$ cat config.mk
export PLATFORM = sky130hd
export DESIGN_NAME = hazard_unit_flat
export DESIGN_NICKNAME = d
export VERILOG_FILES = /design/src/rtl/hazard_unit_pkg.sv /design/src/rtl/hazard_unit_if.sv /design/src/rtl/hazard_unit_md_tracker.sv /design/src/rtl/hazard_unit.sv /design/src/flat_wrapper.sv
export SDC_FILE = /design/constraint.sdc
export NUM_CORES = 1
export LEC_CHECK = 0
export BUFFER_PORTS_ARGS = -buffer_cell sky130_fd_sc_hd__buf_2
export CORE_UTILIZATION = 56
export CTS_CLUSTER_SIZE = 24
export DETAILED_ROUTE_END_ITERATION = 8
export PLACE_DENSITY = 0.92
export SETUP_SLACK_MARGIN = 0.4
export SLEW_MARGIN = 20
export SYNTH_ARGS = -nofsm -noshare
export SYNTH_HDL_FRONTEND = slang
export SYNTH_SLANG_ARGS = --single-unit
$ cat constraint.sdc
create_clock -name clk -period 3.1 [get_ports clk]
set_input_delay 0.155 -clock clk [delete_from_list [all_inputs] [get_ports clk]]
set_output_delay 0.155 -clock clk [all_outputs]
set_load 0.1 [all_outputs]
$ cat src/rtl/hazard_unit_pkg.sv
// Shared pipeline definitions for the hazard unit: register-address width,
// the r0 constant, the mult/div tracker state encoding and a register match helper.
package hazard_unit_pkg;

  localparam int REG_W = 5;
  localparam logic [REG_W-1:0] REG_ZERO = '0;

  typedef enum logic {
    MD_IDLE = 1'b0,
    MD_BUSY = 1'b1
  } md_state_t;

  // r0 is hardwired to zero, so a match on it never creates a dependency.
  function automatic logic reg_match(input logic [REG_W-1:0] dst, input logic [REG_W-1:0] src);
    return (dst != REG_ZERO) && (dst == src);
  endfunction

endpackage

$ cat src/rtl/hazard_unit_if.sv
// Pipeline-to-hazard-unit signal bundle. All signals are plain levels sampled
// every cycle; there is no valid/ready handshake on this bus.
interface hazard_unit_if #(
  parameter int CNT_W = 32
) ();
  import hazard_unit_pkg::*;

  logic [REG_W-1:0] ifid_rs;
  logic [REG_W-1:0] ifid_rt;
  logic             ifid_uses_rt;
  logic             id_branch;
  logic             id_mfhilo;
  logic             id_md;
  logic             idex_memread;
  logic             idex_regwrite;
  logic [REG_W-1:0] idex_rt;
  logic [REG_W-1:0] idex_rd;
  logic             exmem_memread;
  logic [REG_W-1:0] exmem_rd;
  logic             ex_md_start;
  logic             branch_taken;
  logic             jump;

  logic             pc_write;
  logic             ifid_write;
  logic             idex_flush;
  logic             ifid_flush;
  logic             md_busy;
  logic             md_done;
  logic             md_overlap_err;
  logic [CNT_W-1:0] stall_count;
  md_state_t        md_state;

  modport master (
    output ifid_rs, ifid_rt, ifid_uses_rt, id_branch, id_mfhilo, id_md,
           idex_memread, idex_regwrite, idex_rt, idex_rd,
           exmem_memread, exmem_rd, ex_md_start, branch_taken, jump,
    input  pc_write, ifid_write, idex_flush, ifid_flush,
           md_busy, md_done, md_overlap_err, stall_count, md_state
  );

  modport slave (
    input  ifid_rs, ifid_rt, ifid_uses_rt, id_branch, id_mfhilo, id_md,
           idex_memread, idex_regwrite, idex_rt, idex_rd,
           exmem_memread, exmem_rd, ex_md_start, branch_taken, jump,
    output pc_write, ifid_write, idex_flush, ifid_flush,
           md_busy, md_done, md_overlap_err, stall_count, md_state
  );

endinterface

$ cat src/rtl/hazard_unit_md_tracker.sv
// Tracks the iterative mult/div unit: HI/LO busy window, last-cycle done pulse
// and a sticky flag for a start that arrives while the unit is still busy.
module hazard_unit_md_tracker
  import hazard_unit_pkg::*;
#(
  parameter int MD_LATENCY = 32
) (
  input  logic      clk,
  input  logic      rst,
  input  logic      ex_md_start,
  output logic      md_busy,
  output logic      md_done,
  output logic      md_overlap_err,
  output md_state_t md_state
);

  localparam logic [7:0] MD_LOAD = 8'(MD_LATENCY - 1);

  md_state_t  state_q, state_d;
  logic [7:0] cnt_q, cnt_d;
  logic       err_q, err_d;

  always_ff @(posedge clk or posedge rst) begin
    if (rst) begin
      state_q <= MD_IDLE;
      cnt_q   <= 8'd0;
      err_q   <= 1'b0;
    end else begin
      state_q <= state_d;
      cnt_q   <= cnt_d;
      err_q   <= err_d;
    end
  end

  always_comb begin
    state_d = state_q;
    cnt_d   = cnt_q;
    err_d   = err_q;
    md_done = 1'b0;
    case (state_q)
      MD_IDLE: begin
        if (ex_md_start) begin
          state_d = MD_BUSY;
          cnt_d   = MD_LOAD;
        end
      end
      MD_BUSY: begin
        // A second start while busy is dropped; the running count is untouched.
        if (ex_md_start) err_d = 1'b1;
        if (cnt_q <= 8'd1) begin
          md_done = 1'b1;
          state_d = MD_IDLE;
          cnt_d   = 8'd0;
        end else begin
          cnt_d = cnt_q - 8'd1;
        end
      end
      default: begin
        state_d = MD_IDLE;
        cnt_d   = 8'd0;
      end
    endcase
  end

  assign md_busy        = (state_q == MD_BUSY);
  assign md_overlap_err = err_q;
  assign md_state       = state_q;

endmodule

$ cat src/rtl/hazard_unit.sv
// Stall/flush controller for the 5-stage pipeline: load-use, branch-in-ID and
// mult/div stalls, redirect flush of IF/ID, and a saturating stall-cycle counter.
module hazard_unit
  import hazard_unit_pkg::*;
#(
  parameter int MD_LATENCY = 32,
  parameter int CNT_W      = 32
) (
  input logic         clk,
  input logic         rst,
  hazard_unit_if.slave hu
);

  logic             lw_stall;
  logic             br_stall;
  logic             md_stall;
  logic             stall;
  logic             md_busy;
  logic [CNT_W-1:0] stall_cnt_q;

  hazard_unit_md_tracker #(
    .MD_LATENCY(MD_LATENCY)
  ) u_md_tracker (
    .clk           (clk),
    .rst           (rst),
    .ex_md_start   (hu.ex_md_start),
    .md_busy       (md_busy),
    .md_done       (hu.md_done),
    .md_overlap_err(hu.md_overlap_err),
    .md_state      (hu.md_state)
  );

  assign lw_stall = hu.idex_memread &&
                    (reg_match(hu.idex_rt, hu.ifid_rs) ||
                     (hu.ifid_uses_rt && reg_match(hu.idex_rt, hu.ifid_rt)));

  // The branch compare happens in ID, so an ALU result still in EX or a load
  // still in MEM cannot be bypassed into it in time.
  assign br_stall = hu.id_branch &&
                    ((hu.idex_regwrite &&
                      (reg_match(hu.idex_rd, hu.ifid_rs) || reg_match(hu.idex_rd, hu.ifid_rt))) ||
                     (hu.exmem_memread &&
                      (reg_match(hu.exmem_rd, hu.ifid_rs) || reg_match(hu.exmem_rd, hu.ifid_rt))));

  assign md_stall = md_busy && (hu.id_mfhilo || hu.id_md);
  assign stall    = lw_stall || br_stall || md_stall;

  assign hu.pc_write   = !stall;
  assign hu.ifid_write = !stall;
  assign hu.idex_flush = stall;
  // Stall wins over a redirect: the branch is re-evaluated once operands arrive.
  assign hu.ifid_flush = (hu.branch_taken || hu.jump) && !stall;
  assign hu.md_busy    = md_busy;

  always_ff @(posedge clk or posedge rst) begin
    if (rst) begin
      stall_cnt_q <= '0;
    end else if (stall && (stall_cnt_q != {CNT_W{1'b1}})) begin
      stall_cnt_q <= stall_cnt_q + CNT_W'(1);
    end
  end

  assign hu.stall_count = stall_cnt_q;

endmodule

$ cat src/flat_wrapper.sv
// flat-port wrapper written by rule: the top's interface ports become plain ports
module hazard_unit_flat import hazard_unit_pkg::*;
#(
  parameter int MD_LATENCY = 32,
  parameter int CNT_W      = 32
)
  (clk, rst, hu_ifid_rs, hu_ifid_rt, hu_ifid_uses_rt, hu_id_branch, hu_id_mfhilo, hu_id_md, hu_idex_memread, hu_idex_regwrite, hu_idex_rt, hu_idex_rd, hu_exmem_memread, hu_exmem_rd, hu_ex_md_start, hu_branch_taken, hu_jump, hu_pc_write, hu_ifid_write, hu_idex_flush, hu_ifid_flush, hu_md_busy, hu_md_done, hu_md_overlap_err, hu_stall_count, hu_md_state);
  hazard_unit_if #(.CNT_W(CNT_W)) hu_i ();
  input logic clk;
  input logic rst;
  input wire logic [$bits(hu_i.ifid_rs)-1:0] hu_ifid_rs;
  input wire logic [$bits(hu_i.ifid_rt)-1:0] hu_ifid_rt;
  input wire logic [$bits(hu_i.ifid_uses_rt)-1:0] hu_ifid_uses_rt;
  input wire logic [$bits(hu_i.id_branch)-1:0] hu_id_branch;
  input wire logic [$bits(hu_i.id_mfhilo)-1:0] hu_id_mfhilo;
  input wire logic [$bits(hu_i.id_md)-1:0] hu_id_md;
  input wire logic [$bits(hu_i.idex_memread)-1:0] hu_idex_memread;
  input wire logic [$bits(hu_i.idex_regwrite)-1:0] hu_idex_regwrite;
  input wire logic [$bits(hu_i.idex_rt)-1:0] hu_idex_rt;
  input wire logic [$bits(hu_i.idex_rd)-1:0] hu_idex_rd;
  input wire logic [$bits(hu_i.exmem_memread)-1:0] hu_exmem_memread;
  input wire logic [$bits(hu_i.exmem_rd)-1:0] hu_exmem_rd;
  input wire logic [$bits(hu_i.ex_md_start)-1:0] hu_ex_md_start;
  input wire logic [$bits(hu_i.branch_taken)-1:0] hu_branch_taken;
  input wire logic [$bits(hu_i.jump)-1:0] hu_jump;
  output wire logic [$bits(hu_i.pc_write)-1:0] hu_pc_write;
  output wire logic [$bits(hu_i.ifid_write)-1:0] hu_ifid_write;
  output wire logic [$bits(hu_i.idex_flush)-1:0] hu_idex_flush;
  output wire logic [$bits(hu_i.ifid_flush)-1:0] hu_ifid_flush;
  output wire logic [$bits(hu_i.md_busy)-1:0] hu_md_busy;
  output wire logic [$bits(hu_i.md_done)-1:0] hu_md_done;
  output wire logic [$bits(hu_i.md_overlap_err)-1:0] hu_md_overlap_err;
  output wire logic [$bits(hu_i.stall_count)-1:0] hu_stall_count;
  output wire logic [$bits(hu_i.md_state)-1:0] hu_md_state;
  assign hu_i.ifid_rs = hu_ifid_rs;
  assign hu_i.ifid_rt = hu_ifid_rt;
  assign hu_i.ifid_uses_rt = hu_ifid_uses_rt;
  assign hu_i.id_branch = hu_id_branch;
  assign hu_i.id_mfhilo = hu_id_mfhilo;
  assign hu_i.id_md = hu_id_md;
  assign hu_i.idex_memread = hu_idex_memread;
  assign hu_i.idex_regwrite = hu_idex_regwrite;
  assign hu_i.idex_rt = hu_idex_rt;
  assign hu_i.idex_rd = hu_idex_rd;
  assign hu_i.exmem_memread = hu_exmem_memread;
  assign hu_i.exmem_rd = hu_exmem_rd;
  assign hu_i.ex_md_start = hu_ex_md_start;
  assign hu_i.branch_taken = hu_branch_taken;
  assign hu_i.jump = hu_jump;
  assign hu_pc_write = hu_i.pc_write;
  assign hu_ifid_write = hu_i.ifid_write;
  assign hu_idex_flush = hu_i.idex_flush;
  assign hu_ifid_flush = hu_i.ifid_flush;
  assign hu_md_busy = hu_i.md_busy;
  assign hu_md_done = hu_i.md_done;
  assign hu_md_overlap_err = hu_i.md_overlap_err;
  assign hu_stall_count = hu_i.stall_count;
  assign hu_md_state = hu_i.md_state;
  hazard_unit #(.MD_LATENCY(MD_LATENCY), .CNT_W(CNT_W)) u_core (.clk(clk), .rst(rst), .hu(hu_i));
endmodule
After elaboration in Yosys (flattened, before gate mapping):

Index checks and enable logic that the tools add are counted.

* add/sub/neg operators: 2
* multiply operators: 0
* div/mod/pow operators: 0
* magnitude comparators: 1
* eq/ne operators: 8
* shift-type cells: 0
* mux-type cells: 8
* bitwise operators: 1
* reductions and logical operators: 27

Operators by type and width (count)
* $add A32 B1 Y32 const B: 1
* $ne A32 B32 Y1 const B: 1
* $eq A5 B5 Y1: 6
* $mux W8: 2
* $pmux W8 S2: 1
* $reduce_bool A5 Y1: 3
* $logic_and A1 B1 Y1: 14
* $le A8 B1 Y1 const B: 1
* $logic_or A1 B1 Y1: 8
* $sub A8 B1 Y8 const B: 1
* $mux W1: 4
* $ne A2 B2 Y1 const B: 1
* $pmux W1 S2: 1
* $reduce_and A2 Y1: 1
* $logic_not A1 Y1: 1
* $not A1 Y1: 1

* flip-flop bits (word level): 42
* latch bits: 0
* bits in writable memories: 0
* memory bits (read-only): 0
* output and inout bits: 40
* logic and storage cells: 51
* memories: 0

Longest topological paths before layout:

* word-level depth: 10
* gate-level depth with buffers: 8

Hierarchy:

Synthesis repeated with hierarchy kept, for this count alone.

* cells, all modules: 264
* area total of the unflattened synthesis: 2630.0 um2

Modules (own cells, without submodules)
* hazard_unit: times used 1, cells an instance 204, area an instance 2078.2 um2, sequential area each 800.8 um2
* hazard_unit_md_tracker: times used 1, cells an instance 60, area an instance 551.8 um2, sequential area each 250.2 um2

Worst setup path after synthesis:

OpenSTA, ideal clock, no wires.

* path kind: flip-flop to output port
* from: reg u_core.u_md_tracker.state_q (netlist: u_core.u_md_tracker.md_busy)
* to: out hu_ifid_flush
* arrival time: 3802 ps
* slack: -857 ps
* stages on the path, launching flop included: 6
* path buffers: 1
* cells stage by stage: dfrtp_1 > o21ai_0 > o2111a_2 > buf_2 > inv_1 > nor2_1

* cells in the longest elaborated chain, start to end: 4

Ends and longest elaborated chain
* start: declaration: line hazard_unit_md_tracker.sv:19 `md_state_t state_q, state_d;`
* start signal: assignment: line hazard_unit_md_tracker.sv:29 `state_q <= state_d;`
* $logic_and A1 B1 Y1: line hazard_unit.sv:45 `assign md_stall = md_busy && (hu.id_mfhilo || hu.id_md);`
* $logic_or A1 B1 Y1: line hazard_unit.sv:46 `assign stall = lw_stall || br_stall || md_stall;`
* $logic_not A1 Y1
* named net hu_ifid_write: line flat_wrapper.sv:27 `output wire logic [$bits(hu_i.ifid_write)-1:0] hu_ifid_write;`
* $logic_and A1 B1 Y1: line hazard_unit.sv:52 `assign hu.ifid_flush = (hu.branch_taken || hu.jump) && !stall;`
* end: declaration: line flat_wrapper.sv:29 `output wire logic [$bits(hu_i.ifid_flush)-1:0] hu_ifid_flush;`

The timed path passes the listed nets, and every way through them passes these cells.

Worst setup path in the final report:

* from: reg u_core.stall_cnt_q[2] (netlist: u_core.hu.stall_count[2])
* to: reg u_core.stall_cnt_q[25] (netlist: u_core.hu.stall_count[25])

* cells in the longest elaborated chain, start to end: 2

Ends and longest elaborated chain
* start: declaration: line hazard_unit.sv:19 `logic [CNT_W-1:0] stall_cnt_q;`
* start signal: assignment: line hazard_unit.sv:59 `stall_cnt_q <= stall_cnt_q + CNT_W'(1);`
* parallel branches: the longest is 2 deep, another holds $add A32 B1 Y32

Several ways; the timed one is not identified.
A chain may end at the register's enable or synchronous reset.

==> flow_summary.yaml <==
run_status:
  status: "finished with violations"
  violations: "design-rule violations"
global_route:
  grtUsageTotal_pct: 26.3
  antenna_found_initial: 0
  grt_start_max_net_pins: 27
  grt_pass1_vias: 2194
  grt_pass1_wl_um: 10400
  overflow: 0
placed_design:
  place_congestion: 0.998
  port_buffers: 76
  dp_hpwl_um: 4610
  post-place-ws_ns: 0.900
route:
  detail_route.vias_per_cell: 5.80
  wire_per_inst_um: 16.1
  first_pass_iters: 6
  highest_layer: "met4"
  met2_wirelength_um: 3230
  drtAntennaViolNets: 0
  wl_met3_um: 278
  drtIter0Drc: 177
  drc: 4
  wl_um: 6310
  num_vias: 2280
  wl_met1_um: 2740
hold_path:
  min_path_type: "in2reg"
  hp-start: "hu_ex_md_start"
final_layout:
  nFillCells: 325
  fin_util_pct: 72.1
  insertedDiodeCount: 0
  drive_gt1_share_pct: 32.6
  layout.nets: 380
  area_growth_pct: 21.5
logic_synthesis:
  synth-seq-cells: 42
  synth-edff-count: 0
  synth_cell_type_count: 46
  yosys_warnings: 0
  synth_compound_area_share_pct: 6.93
  yosys.area_share.simple_pct: 27.7
  syn_area_um2: 2640
  seq_area_frac_synth_pct: 39.9
  yosysMostFrequentCell: "dfrtp_1"
  synth_commonest_cells: "dfrtp_1, xor2_1, nand2_1, xnor2_1"
  synth_nets: 301
  avgSynthCellArea_um2: 10.1
  synth_top_family_by_area: "simple AND/OR/NAND/NOR gates"
  syn_inst: 261
  synth.area.mux_share_pct: 0.854
  synth_area_leaders: "dfrtp_1, xor2_1, xnor2_1, nand2_1, nor3_1"
  yosysTopAreaCell: "dfrtp_1"
  synth_flop_cell: "dfrtp_1"
  synthXorXnorAreaFrac_pct: 19.9
  async_reset_ff_share_pct: 100
  netlist.area_leader.share_pct: 39.9
  synth_adder_area_share_pct: 1.42
power:
  ir_drop_uv: 527
  cellPowerDensity_nw_per_um2: 821
  p_leak_nw: 1.60
sta:
  skew_ns: 0.00446
  rsz0062_at_grt: "no"
  setup_viol: 0
  setup_ws_ns: 0.933
  period_share_pct: 69.9
  tns_ns: 0
  maxSlewViolCount: 0
  period_needed_ns: 2.17
  slew_headroom_pct: 37.2
  hold_violations: 0
  tightest_slew_ns: 0.937
  max_freq_ghz: 0.462
clock_network:
  clkSlewWorstSetupHoldPaths_ns: 0.08
  cts.sink_count: 42
  cts_buffers: 5
  hold_buffers: 0
  clk_latency_ns: 0.30
  cts_max_path_buffers: 2
  cts_setup_buffers: 0
  cts_tree: "done"
  htreeDepth: 2
  cts_root_buf: "clkbuf_8"
  cts_resized: 0
floorplan:
  core-area_um2: 4440
  rows: 24
  die_y_um: 70.6
  ioPinCount: 77
  initial_core_util_pct: 59.3
  die_w_um: 70.6
  die_area_um2: 4990
critical_path:
  crit_family: "simple AND/OR/NAND/NOR gates"
  crit_slowest_cell: "dfrtp_1"
  crit_required_ns: 3.31
  startpoint_type: "register"
  cp-startpoint: "u_core.hu.stall_count[2]"
  slowest_delay_ns: 0.43
  critPathCaptureType: "register"
  path_class: "reg2reg"
  path_cells: "and4_1 > nand3_2 > nor3_1 > and4_1 > nand2_1 > nor3_1 > xor2_1"
  path_buf_inv: 0
  r2r-start: "u_core.hu.stall_count[2]"
  arrival_ns: 2.38
  crit_path_max_fanout: 6
run:
  drv_cap: 0
area by class of cell:
| class | instances | area, µm² | share of cell area [%] |
|---|---|---|---|
| multi-input cells | 206 | 1510 | 47.0 |
| clock inverters | 2 | 60.1 | 1.87 |
| well taps | 52 | 65.1 | 2.03 |
| inverters | 4 | 18.8 | 0.586 |
| flip-flops and latches | 42 | 1050 | 32.8 |
| repair buffers | 81 | 420 | 13.1 |
| clock buffers | 6 | 82.6 | 2.58 |
cells by family after synthesis:
group / Yosys count
flops: 42
xor+xnor: 60
fa+ha+maj: 3
buf+inv: 13
mux: 2
simple gates: 115
compound gates: 26
cell usage in the layout, fill, tap and decap left out, types with 2 or more instances in the layout:
master | Yosys | final
nor4_4 | 3 | 3
mux2_1 | 2 | 2
clkbuf_8 | 0 | 6
nor4_2 | 5 | 5
o2111ai_1 | 2 | 2
xor2_1 | 36 | 36
nor3_1 | 16 | 16
nor2_1 | 16 | 15
o21ai_0 | 7 | 7
bufinv_16 | 0 | 2
buf_4 | 2 | 4
nor2b_1 | 2 | 2
and3_4 | 3 | 3
and4_1 | 2 | 2
nor4b_2 | 4 | 4
buf_2 | 1 | 76
dfrtp_1 | 42 | 41
nand2_1 | 24 | 24
and2_1 | 2 | 2
nand4_1 | 3 | 3
or4_1 | 3 | 3
o41ai_1 | 2 | 2
ha_1 | 3 | 3
xnor2_1 | 24 | 24
nand3_1 | 14 | 14
o22ai_1 | 3 | 3
and3_1 | 6 | 6
inv_1 | 4 | 2
nand2b_1 | 4 | 4
a21oi_1 | 3 | 3
nor4_1 | 2 | 2
final timing paths:
path / endpoint / slack (ns) / cells past startpoint
max reg2reg: u_core.hu.stall_count[25] / 0.93 / 7
min: u_core.u_md_tracker.md_overlap_err / 0.16 / 2
min in group asynchronous: u_core.u_md_tracker.cnt_q[1] / 0.50 / 3
max: u_core.hu.stall_count[25] / 0.93 / 7
min reg2reg: u_core.u_md_tracker.md_overlap_err / 0.47 / 1
max in group asynchronous: u_core.hu.stall_count[2] / 1.96 / 4
metal layers:
metal  GRT usage [%]  vias up
met3            4.70        9
met1            34.6     1120
met4            7.56        0
met5               0        -
met2            45.2       68
li1                -     1083
state kept, by name, summed over array words and instances (netlist names):
| register | count |
|---|---|
| u_core.hu.stall_count | 32 |
| u_core.u_md_tracker.md_busy | 1 |
| u_core.u_md_tracker.md_overlap_err | 1 |
| u_core.u_md_tracker.cnt_q | 8 |
through the flow:
step	power, mW	cells	instance area [µm²]	hold slack, ns
detailed placement	2.09	384	3050	0.431
global route	2.74	393	3200	0.185
global placement	2.06	384	3050	0.413
floorplan	1.87	261	2660	0.276
CTS	2.63	392	3190	0.112
finish	2.63	393	3200	0.162
where the power goes:
| part | total, mW | switching, mW | internal (mW) |
|---|---|---|---|
| registers | 0.815 | 0.151 | 0.664 |
| logic | 1.29 | 1.00 | 0.284 |
| clock network | 0.531 | 0.187 | 0.343 |
(Power assumes the default switching activity.)
